==> src/rtl/ucsbece154b_bp_pkg.sv <==
// Shared definitions for the second-generation branch predictor:
// control-flow type encodings, PHT reset value and the 2-bit counter step.
package ucsbece154b_bp_pkg;

  typedef enum logic [1:0] {
    BT_COND = 2'b00,
    BT_JUMP = 2'b01,
    BT_CALL = 2'b10,
    BT_RET  = 2'b11
  } bp_type_e;

  localparam logic [1:0] PHT_RESET = 2'b01;

  function automatic logic [1:0] sat_update(input logic [1:0] ctr, input logic taken);
    logic [1:0] res;
    res = ctr;
    if (taken && ctr != 2'b11) res = ctr + 2'd1;
    if (!taken && ctr != 2'b00) res = ctr - 2'd1;
    return res;
  endfunction

endpackage

==> src/rtl/ucsbece154b_ras.sv <==
// Circular return-address stack. Pushing when full overwrites the oldest
// entry; popping when empty is ignored. top_o is the most recent push.
module ucsbece154b_ras #(
  parameter int DEPTH = 4
) (
  input  logic                     clk,
  input  logic                     reset_i,
  input  logic                     push_i,
  input  logic                     pop_i,
  input  logic [31:0]              push_data_i,
  output logic [31:0]              top_o,
  output logic [$clog2(DEPTH):0]   count_o
);

  localparam int PW = $clog2(DEPTH);
  localparam int CW = PW + 1;

  logic [31:0]   entry_q [DEPTH];
  logic [PW-1:0] ptr_q, ptr_d;
  logic [CW-1:0] count_q, count_d;
  logic [PW-1:0] top_idx;

  // ptr_q points at the next free slot; the top lives one below it.
  assign top_idx = ptr_q - PW'(1);
  assign top_o   = entry_q[top_idx];
  assign count_o = count_q;

  always_comb begin
    ptr_d   = ptr_q;
    count_d = count_q;
    if (push_i) begin
      ptr_d = ptr_q + PW'(1);
      if (count_q != CW'(DEPTH)) count_d = count_q + CW'(1);
    end else if (pop_i && count_q != '0) begin
      ptr_d   = ptr_q - PW'(1);
      count_d = count_q - CW'(1);
    end
  end

  always_ff @(posedge clk) begin
    if (reset_i) begin
      ptr_q   <= '0;
      count_q <= '0;
      for (int i = 0; i < DEPTH; i++) entry_q[i] <= '0;
    end else begin
      ptr_q   <= ptr_d;
      count_q <= count_d;
      if (push_i) entry_q[ptr_q] <= push_data_i;
    end
  end

endmodule

==> src/rtl/ucsbece154b_branch_predictor_gen2.sv <==
// Parametrised BTB + PHT (bimodal or gshare) + RAS predictor, looked up
// combinationally at fetch and trained non-speculatively from Execute.
module ucsbece154b_branch_predictor_gen2
  import ucsbece154b_bp_pkg::*;
#(
  parameter int BTB_IDX_BITS = 4,
  parameter int GHR_BITS     = 6,
  parameter bit MODE_GSHARE  = 1'b1,
  parameter int RAS_DEPTH    = 4
) (
  input  logic                clk,
  input  logic                reset_i,
  input  logic [31:0]         pc_f_i,
  input  logic                stall_f_i,
  output logic                pred_taken_f_o,
  output logic [31:0]         pred_target_f_o,
  output logic [GHR_BITS-1:0] ghr_f_o,
  input  logic                upd_valid_e_i,
  input  logic [31:0]         upd_pc_e_i,
  input  logic [31:0]         upd_target_e_i,
  input  logic                upd_taken_e_i,
  input  logic [1:0]          upd_type_e_i,
  input  logic [GHR_BITS-1:0] upd_ghr_e_i,
  input  logic                mispredict_e_i
);

  localparam int BTB_N = 1 << BTB_IDX_BITS;
  localparam int TAG_W = 30 - BTB_IDX_BITS;
  localparam int PHT_N = 1 << GHR_BITS;

  logic              btb_valid_q [BTB_N];
  logic [TAG_W-1:0]  btb_tag_q   [BTB_N];
  logic [31:0]       btb_tgt_q   [BTB_N];
  bp_type_e          btb_type_q  [BTB_N];
  logic [1:0]        pht_q       [PHT_N];
  logic [GHR_BITS-1:0] ghr_q, ghr_d;

  logic [31:0]            ras_top;
  logic [$clog2(RAS_DEPTH):0] ras_count;

  logic [BTB_IDX_BITS-1:0] f_idx, u_idx;
  logic [TAG_W-1:0]        f_tag, u_tag;
  logic [GHR_BITS-1:0]     f_pht_idx, u_pht_idx;
  logic                    f_hit;
  bp_type_e                f_type, u_type;
  logic                    pred_taken;
  logic [31:0]             pred_tgt;
  logic                    unused_pc_bits;

  assign unused_pc_bits = ^{pc_f_i[1:0], upd_pc_e_i[1:0]};

  assign f_idx     = pc_f_i[BTB_IDX_BITS+1:2];
  assign f_tag     = pc_f_i[31:BTB_IDX_BITS+2];
  assign f_hit     = btb_valid_q[f_idx] && (btb_tag_q[f_idx] == f_tag);
  assign f_type    = btb_type_q[f_idx];
  assign f_pht_idx = pc_f_i[GHR_BITS+1:2] ^ (MODE_GSHARE ? ghr_q : '0);

  assign u_idx     = upd_pc_e_i[BTB_IDX_BITS+1:2];
  assign u_tag     = upd_pc_e_i[31:BTB_IDX_BITS+2];
  assign u_type    = bp_type_e'(upd_type_e_i);
  assign u_pht_idx = upd_pc_e_i[GHR_BITS+1:2] ^ (MODE_GSHARE ? upd_ghr_e_i : '0);

  always_comb begin
    pred_taken = 1'b0;
    pred_tgt   = '0;
    if (f_hit) begin
      case (f_type)
        BT_COND: begin
          pred_taken = pht_q[f_pht_idx][1];
          pred_tgt   = btb_tgt_q[f_idx];
        end
        BT_JUMP, BT_CALL: begin
          pred_taken = 1'b1;
          pred_tgt   = btb_tgt_q[f_idx];
        end
        BT_RET: begin
          pred_taken = (ras_count != '0);
          pred_tgt   = ras_top;
        end
        default: ;
      endcase
    end
  end

  // Outputs are forced low during reset so state left over from before
  // the reset (or uninitialised at power-up) never reaches fetch.
  assign pred_taken_f_o  = !reset_i && pred_taken;
  assign pred_target_f_o = reset_i ? '0 : pred_tgt;
  assign ghr_f_o         = reset_i ? '0 : ghr_q;

  // Checkpoint repair wins over the speculative shift of a younger fetch.
  always_comb begin
    ghr_d = ghr_q;
    if (upd_valid_e_i && mispredict_e_i) begin
      ghr_d = (u_type == BT_COND) ? {upd_ghr_e_i[GHR_BITS-2:0], upd_taken_e_i}
                                  : upd_ghr_e_i;
    end else if (f_hit && f_type == BT_COND && !stall_f_i && !mispredict_e_i) begin
      ghr_d = {ghr_q[GHR_BITS-2:0], pred_taken};
    end
  end

  always_ff @(posedge clk) begin
    if (reset_i) begin
      ghr_q <= '0;
      for (int i = 0; i < BTB_N; i++) btb_valid_q[i] <= 1'b0;
      for (int i = 0; i < PHT_N; i++) pht_q[i] <= PHT_RESET;
    end else begin
      ghr_q <= ghr_d;
      if (upd_valid_e_i && u_type == BT_COND)
        pht_q[u_pht_idx] <= sat_update(pht_q[u_pht_idx], upd_taken_e_i);
      if (upd_valid_e_i && upd_taken_e_i)
        btb_valid_q[u_idx] <= 1'b1;
    end
  end

  always_ff @(posedge clk) begin
    if (!reset_i && upd_valid_e_i && upd_taken_e_i) begin
      btb_tag_q[u_idx]  <= u_tag;
      btb_tgt_q[u_idx]  <= upd_target_e_i;
      btb_type_q[u_idx] <= u_type;
    end
  end

  ucsbece154b_ras #(.DEPTH(RAS_DEPTH)) u_ras (
    .clk         (clk),
    .reset_i     (reset_i),
    .push_i      (upd_valid_e_i && u_type == BT_CALL),
    .pop_i       (upd_valid_e_i && u_type == BT_RET),
    .push_data_i (upd_pc_e_i + 32'd4),
    .top_o       (ras_top),
    .count_o     (ras_count)
  );

endmodule
==> config.mk <==
export PLATFORM = sky130hd
export DESIGN_NAME = ucsbece154b_branch_predictor_gen2
export DESIGN_NICKNAME = d
export VERILOG_FILES = /design/src/rtl/ucsbece154b_bp_pkg.sv /design/src/rtl/ucsbece154b_ras.sv /design/src/rtl/ucsbece154b_branch_predictor_gen2.sv
export SDC_FILE = /design/constraint.sdc
export NUM_CORES = 1
export LEC_CHECK = 0
export CORE_ASPECT_RATIO = 1.75
export CORE_MARGIN = 3
export CORE_UTILIZATION = 47
export DETAILED_ROUTE_END_ITERATION = 8
export GPL_ROUTABILITY_DRIVEN = 0
export SYNTH_ARGS = -nofsm -noshare
export SYNTH_HDL_FRONTEND = slang
export SYNTH_SLANG_ARGS = --single-unit
==> constraint.sdc <==
create_clock -name clk -period 15.2 [get_ports clk]
set_input_delay 3.04 -clock clk [delete_from_list [all_inputs] [get_ports clk]]
set_output_delay 3.04 -clock clk [all_outputs]
set_load 0.005 [all_outputs]
==> results of run 1 <==
==> metal layers <==
layer  track usage, %  part of all wire [%]  vias to the layer above  wire (µm)
li1                 -                     -                    11600          -
met1             30.0                    38                    14500      51200
met2             42.9                    53                     1099      71700
met3             3.53                   6.5                      233       8870
met4             8.99                   3.4                        4       4700
met5                0                 0.015                        -         21
==> worst min path at each step <==
stage	cells after the start	start	slack, ns	endpoint
2_1_floorplan	1	btb_valid_q[13]	0.42	btb_valid_q[13]
3_3_place_gp	1	btb_valid_q[15]	0.43	btb_valid_q[15]
3_5_place_dp	1	btb_valid_q[1]	0.44	btb_valid_q[1]
4_1_cts	1	btb_valid_q[1]	0.45	btb_valid_q[1]
5_1_grt	1	btb_valid_q[10]	0.47	btb_valid_q[10]
6_report	1	btb_valid_q[3]	0.45	btb_valid_q[3]
==> power breakdown <==
group | switching [mW] | internal [mW] | leakage (nW)
clock network | 1.24 | 1.53 | 1.73
registers | 0.0189 | 3.80 | 11.3
logic | 0.397 | 0.217 | 5.59
total | 1.65 | 5.55 | 18.7
==> cell usage in the layout (no fill, tap or decap), types with 38 or more instances in the layout <==
master                            instances
sky130_fd_sc_hd__buf_4                   79
sky130_fd_sc_hd__clkbuf_16              113
sky130_fd_sc_hd__clkdlybuf4s50_1        142
sky130_fd_sc_hd__edfxtp_1              1216
sky130_fd_sc_hd__mux2i_1                111
sky130_fd_sc_hd__mux4_2                 319
sky130_fd_sc_hd__nand2_1                184
sky130_fd_sc_hd__nor2_1                 244
sky130_fd_sc_hd__nor3_1                  78
sky130_fd_sc_hd__o21ai_0                 79
sky130_fd_sc_hd__xnor2_1                 38
==> cell families after synthesis <==
group                      count (synthesis)  synth area share [%]
adders and majority gates                 10                 0.257
AOI/OAI and AO/OA                        201                  2.41
DFF                                     1243                  71.8
and+or+nand+nor                          630                  5.35
xor gates and xnor gates                  82                  1.41
muxes                                    467                  16.9
buffers and inverters                    219                  1.90
==> worst max-delay path, cell delays in order <==
cell and delay [ns]:
sky130_fd_sc_hd__buf_6 0.59, sky130_fd_sc_hd__buf_4 0.85, sky130_fd_sc_hd__mux4_2 0.61, sky130_fd_sc_hd__mux2i_1 0.15, sky130_fd_sc_hd__mux2i_1 0.23, sky130_fd_sc_hd__xor2_1 0.23, sky130_fd_sc_hd__nor4_1 0.33, sky130_fd_sc_hd__nand4_1 0.13
sky130_fd_sc_hd__or4_1 0.54, sky130_fd_sc_hd__or4_2 1.14, sky130_fd_sc_hd__nor2_1 0.28, sky130_fd_sc_hd__clkdlybuf4s50_1 0.54
==> cell type report <==
type / count / area, µm² / area share [%]
tap: 1458 / 1820 / 3.12
timing repair buffer: 226 / 2080 / 3.56
clock inverter: 76 / 641 / 1.10
multi-input combinational: 1390 / 13800 / 23.7
antenna: 1 / 2.50 / 0.00428
inverter: 41 / 156 / 0.267
clock buffer: 129 / 2890 / 4.94
sequential: 1243 / 37100 / 63.4
==> per-stage QoR <==
| stage | setup WS [ns] | std cells | util [%] | hold WS [ns] | cell area [µm²] |
|---|---|---|---|---|---|
| after floorplan | 5.21 | 2852 | - | 0.421 | 51600 |
| final | 3.32 | 4564 | 53.7 | 0.448 | 58500 |
| after global routing | 3.14 | 4563 | 53.7 | 0.466 | 58500 |
| after global placement | 3.26 | 4358 | 50.5 | 0.427 | 55000 |
| after CTS | 3.20 | 4563 | 53.7 | 0.454 | 58500 |
| after detailed placement | 3.22 | 4358 | 50.5 | 0.439 | 55000 |
==> registers in the layout, indices dropped and copies added (netlist names) <==
register	cells
btb_tgt_q	512
btb_tag_q	416
pht_q	128
u_ras.entry_q	128
btb_type_q	32
btb_valid_q	16
ghr_q	6
u_ras.count_o	3
u_ras.ptr_q	2
==> flow_summary.toml, run 1 <==
[timing]
maxClockFrequency_mhz = 84.2
grt_setup_unrepaired = "false"
final_min_period_over_clock_period_pct = 78.2
maxSlewHeadroom_pct = 23.5
fin_worst_skew_ns = 0.0231
tns_ns = 0
period_needed_ns = 11.88
timing_max_transition_violations_final = 0
setup_viol = 0
max_slew.worst_pin.slew_ns = 1.14
final_hold_viol_count = 0

[layout]
layout-drive-gt1-share_pct = 20.6
layout.nets = 3131
num-fill-cells = 8643
flow.area_growth_from_synthesis_pct = 13.3

[synthesis]
post-synth-top-area-cell = "sky130_fd_sc_hd__edfxtp_1"
count_leader_synth = "sky130_fd_sc_hd__edfxtp_1"
synthesis.area_per_instance_um2 = 18.1
yosys-top-cells-area = "sky130_fd_sc_hd__edfxtp_1, sky130_fd_sc_hd__mux4_2, sky130_fd_sc_hd__mux2i_1, sky130_fd_sc_hd__nor2_1, sky130_fd_sc_hd__nand2_1"
ys_seq_area_share_pct = 71.8
synthesis.yosys.warnings = 0
most_used_flip_flop_cell_after_synthesis = "sky130_fd_sc_hd__edfxtp_1"
yosys.area.top_type_share_pct = 70.8
synthCells = 2852
async_reset_ff_share_pct = 0
mappedNetlistNets = 2972
synth-edff-count = 1216
yosys-top-cells-count = "sky130_fd_sc_hd__edfxtp_1, sky130_fd_sc_hd__mux4_2, sky130_fd_sc_hd__nor2_1, sky130_fd_sc_hd__nand2_1, sky130_fd_sc_hd__clkbuf_1"
distinct_cell_type_count_after_synthesis = 59
syn_area_mm2 = 0.0516
synth.ff_latch_count = 1243

[power]
power.static_leakage_nw = 18.7
overall_power_consumption_mw = 7.20
power.ir.vdd_worst_v = 0.0000840
power-per-cell-area_mw_per_mm2 = 123

[drt]
routed_via_density = 6.02
number_of_iterations_in_the_first_detailed_routing_pass = 6
detail_route.iter0.violations = 2545
detail_route.wl_per_cell_um = 29.9
detail-route-antenna-nets = 0
dr_total_vias = 27500
wl_mm = 136
drc = 0

[floorplan]
start_util_pct = 47.4
rows = 160
area_of_the_core_mm2 = 0.109
ios = 149
die_height_um = 444
die_w_um = 256
design.die.area_mm2 = 0.114

[clock_tree]
tritoncts_num_sinks = 1243
clock_tree.buffer_depth = 3
hold_buffers = 0
postCtsSetupRepairBufs = 0
cts_root_buf = "sky130_fd_sc_hd__clkbuf_16"
cts_inserted_buffers = 109
insertion_delay_ns = 0.73
h_tree_levels = 3
post_cts_resized = 0
cts.reportedPaths.clkPinSlew_ns = 0.06
tritoncts = "done"

[placed_design]
buffer_ports.inserted = 146
dp_hpwl_mm = 80.4

[setup_path]
critPathCapture = "pred_target_f_o[15]"
regToRegStartpoint = "btb_type_q[10][0]"
cp-start-kind = "input pin"
critPathRequiredTime_ns = 12.16
worst_ep_arrival_time_ns = 8.84
rr_endpoint = "ghr_q[4]"
criticalPathCategory = "in -> out"
worstSetupEndpointType = "primary output"
r2r_cell_count = 9
worst-path-max-fanout = 78
worstSetupStartpoint = "pc_f_i[4]"
regToRegSetupSlack_ns = 10.68

[global_route]
antenna_found_initial = 4
number_of_global_route_vias_before_repair = 29100
grt_overflow_total = 0
grt_max_degree = 111
grt.total_usage_pct = 24.1
grt_first_pass_wirelength_mm = 198

[hold_path]
min-delay-path-class = "reg -> reg"

[flow_run]
cap_violations = 0

[outcome]
outcome = "finished, final reports clean"
Note: power is estimated with default switching activity, not from simulation.
==> inputs of run 2 (changes only) <==
- PLACE_DENSITY: not set -> 0.66
- clock period: 15.2 -> 9.6 ns (I/O delays scaled with it)
==> flow_summary.toml, run 2 (same netlist as run 1, synthesis figures left out) <==
[setup_path]
critical-path-top-cell-by-count = "sky130_fd_sc_hd__nor2_1"
criticalPathCategory = "in -> out"
max_stage_delay_ns = 0.79
critical_path.top_delay_family = "buffers and inverters"
cp-start-kind = "input pin"
critPathRequiredTime_ns = 7.68
worst_ep_arrival_time_ns = 6.52
r2r_cell_count = 9
timing.critical_path.buf_inv = 4
crit_cells = 13
worstSetupEndpointType = "primary output"
worst-path-max-fanout = 66
worst_path_max_delay_cell = "sky130_fd_sc_hd__or4_2"
critical_path.cell_chain = "buf_6 -> buf_12 -> mux4_2 -> mux2i_1 -> xor2_1 -> nor2_1 -> a21oi_1 -> nand4_1 -> or4_1 -> or4_2 -> buf_4 -> nor2_1 -> clkdlybuf4s50_1"

[outcome]
outcome = "finished, final reports clean"

[clock_tree]
cts.reportedPaths.clkPinSlew_ns = 0.07
hold_buffers = 0
h_tree_levels = 3
clock_tree.buffer_depth = 3
postCtsSetupRepairBufs = 0
post_cts_resized = 0
insertion_delay_ns = 0.72
cts_root_buf = "sky130_fd_sc_hd__clkbuf_16"
tritoncts = "done"
cts_inserted_buffers = 107
tritoncts_num_sinks = 1243

[timing]
max_slew.worst_pin.slew_ns = 1.17
tns_ns = 0
period_needed_ns = 8.44
final_min_period_over_clock_period_pct = 87.9
final_hold_viol_count = 0
grt_setup_unrepaired = "false"
timing_max_transition_violations_final = 0
maxClockFrequency_mhz = 119
maxSlewHeadroom_pct = 21.7
fin_worst_skew_ns = 0.0123
setup_viol = 0

[drt]
wl_mm = 133
routed_via_density = 6.06
dr_total_vias = 27700
drc = 0
detail-route-antenna-nets = 0
detail_route.wl_per_cell_um = 29.1
detail_route.iter0.violations = 2926
number_of_iterations_in_the_first_detailed_routing_pass = 8

[layout]
reg_top3 = "btb_tgt_q: 512 flops, btb_tag_q: 416 flops"
flow.area_growth_from_synthesis_pct = 13.8
layout.nets = 3137
most_frequent_cells_in_the_layout = "sky130_fd_sc_hd__edfxtp_1, sky130_fd_sc_hd__mux4_2, sky130_fd_sc_hd__nor2_1"
layout-drive-gt1-share_pct = 21.2
number_of_flip_flops_in_the_largest_register = 512
num-fill-cells = 8479
finish.utilization_pct = 53.9
regMostFlops = "btb_tgt_q"
layout.cells.most_common = "sky130_fd_sc_hd__edfxtp_1"

[placed_design]
buffer_ports.inserted = 146
dp_hpwl_mm = 79.0

[power]
power.static_leakage_nw = 18.8
sequentialPowerShare_pct = 52.3
pwr-share-clk_pct = 39.3
power.internal_mw = 8.95
power_switching_mw = 2.61
power.ir.vdd_worst_v = 0.000132
power-per-cell-area_mw_per_mm2 = 197
p_comb_share_pct = 8.3
swShare_pct = 22.5

[floorplan]
design.die.area_mm2 = 0.114
die_height_um = 444
start_util_pct = 47.4
rows = 160
die_w_um = 256
area_of_the_core_mm2 = 0.109
ios = 149

[global_route]
grt.total_usage_pct = 23.4
grt_first_pass_wirelength_mm = 194
antenna_found_initial = 8
grt_max_degree = 87
number_of_global_route_vias_before_repair = 28900
grt_overflow_total = 0

[flow_run]
cap_violations = 0

[hold_path]
worstHoldPathCells = 1
min-delay-path-class = "reg -> reg"
## run 2: cell types whose count changed in the layout (fill, tap and decap cells not counted), sizes merged
| cell | delta |
|---|---|
| clkbuf | +1 |
| bufinv | +7 |
| clkinvlp | +3 |
| buf | +7 |
| diode | +6 |
| clkinv | -15 |
## run 2: path summary, 6_finish.rpt
| check | slack [ns] | start | endpoint |
|---|---|---|---|
| setup reg to reg | 5.10 | btb_type_q[7][1] | ghr_q[4] |
| hold reg to reg | 0.45 | btb_valid_q[13] | btb_valid_q[13] |
| hold / removal | 0.45 | btb_valid_q[13] | btb_valid_q[13] |
| setup / recovery | 1.16 | pc_f_i[4] | pred_target_f_o[29] |
## run 2: cell type report
type | count | area (µm²) | area share (%)
sequential | 1243 | 37100 | 63.1
multi-input combinational | 1390 | 13800 | 23.5
clock buffer | 129 | 2850 | 4.86
timing repair buffer | 234 | 2190 | 3.73
tap | 1458 | 1820 | 3.11
clock inverter | 71 | 820 | 1.40
inverter | 41 | 156 | 0.266
antenna | 7 | 17.5 | 0.0298
## run 2: metrics by stage
stage          instance area (µm²)  setup WS [ns]  power (mW)  cells  hold slack (ns)
2_1_floorplan                51600           1.85        6.74   2852            0.421
3_3_place_gp                 55000           1.18        7.10   4366            0.428
3_5_place_dp                 55000           1.16        7.13   4366            0.439
4_1_cts                      58700           1.16        11.6   4566            0.455
5_1_grt                      58700          0.850        11.9   4569            0.463
6_report                     58700           1.16        11.6   4573            0.450
## run 2: worst reg2reg max path, stage by stage (launching register included)
cell	delay [ns]
sky130_fd_sc_hd__edfxtp_1	0.36
sky130_fd_sc_hd__mux4_2	0.48
sky130_fd_sc_hd__mux4_2	0.54
sky130_fd_sc_hd__inv_1	0.11
sky130_fd_sc_hd__ha_1	0.25
sky130_fd_sc_hd__nor3b_1	0.92
sky130_fd_sc_hd__nand4b_1	0.29
sky130_fd_sc_hd__nor4_4	0.76
sky130_fd_sc_hd__mux2_2	0.43
sky130_fd_sc_hd__a311oi_1	0.25
## run 2: metal layers
layer,global-route usage (%),wire [µm],vias up
met4,8.25,4480,2
li1,-,-,11700
met3,4.04,9890,259
met5,0,13,-
met2,41.3,69800,1273
met1,29.3,48700,14500
## run 2: power groups by stage
stage / combinational, mW / sequential, mW / clock [mW]
2_1_floorplan: 0.585 / 6.16 / 0
3_3_place_gp: 0.938 / 6.16 / 0
3_5_place_dp: 0.960 / 6.17 / 0
4_1_cts: 0.963 / 6.05 / 4.61
5_1_grt: 1.02 / 6.05 / 4.82
6_report: 0.964 / 6.05 / 4.54
==> inputs of run 3 (changes only) <==
- CAP_MARGIN: not set -> 0
- CTS_CLUSTER_SIZE: not set -> 40
==> results of run 3 <==
No change in the layout: final DEF, timing and power equal those of run 2.
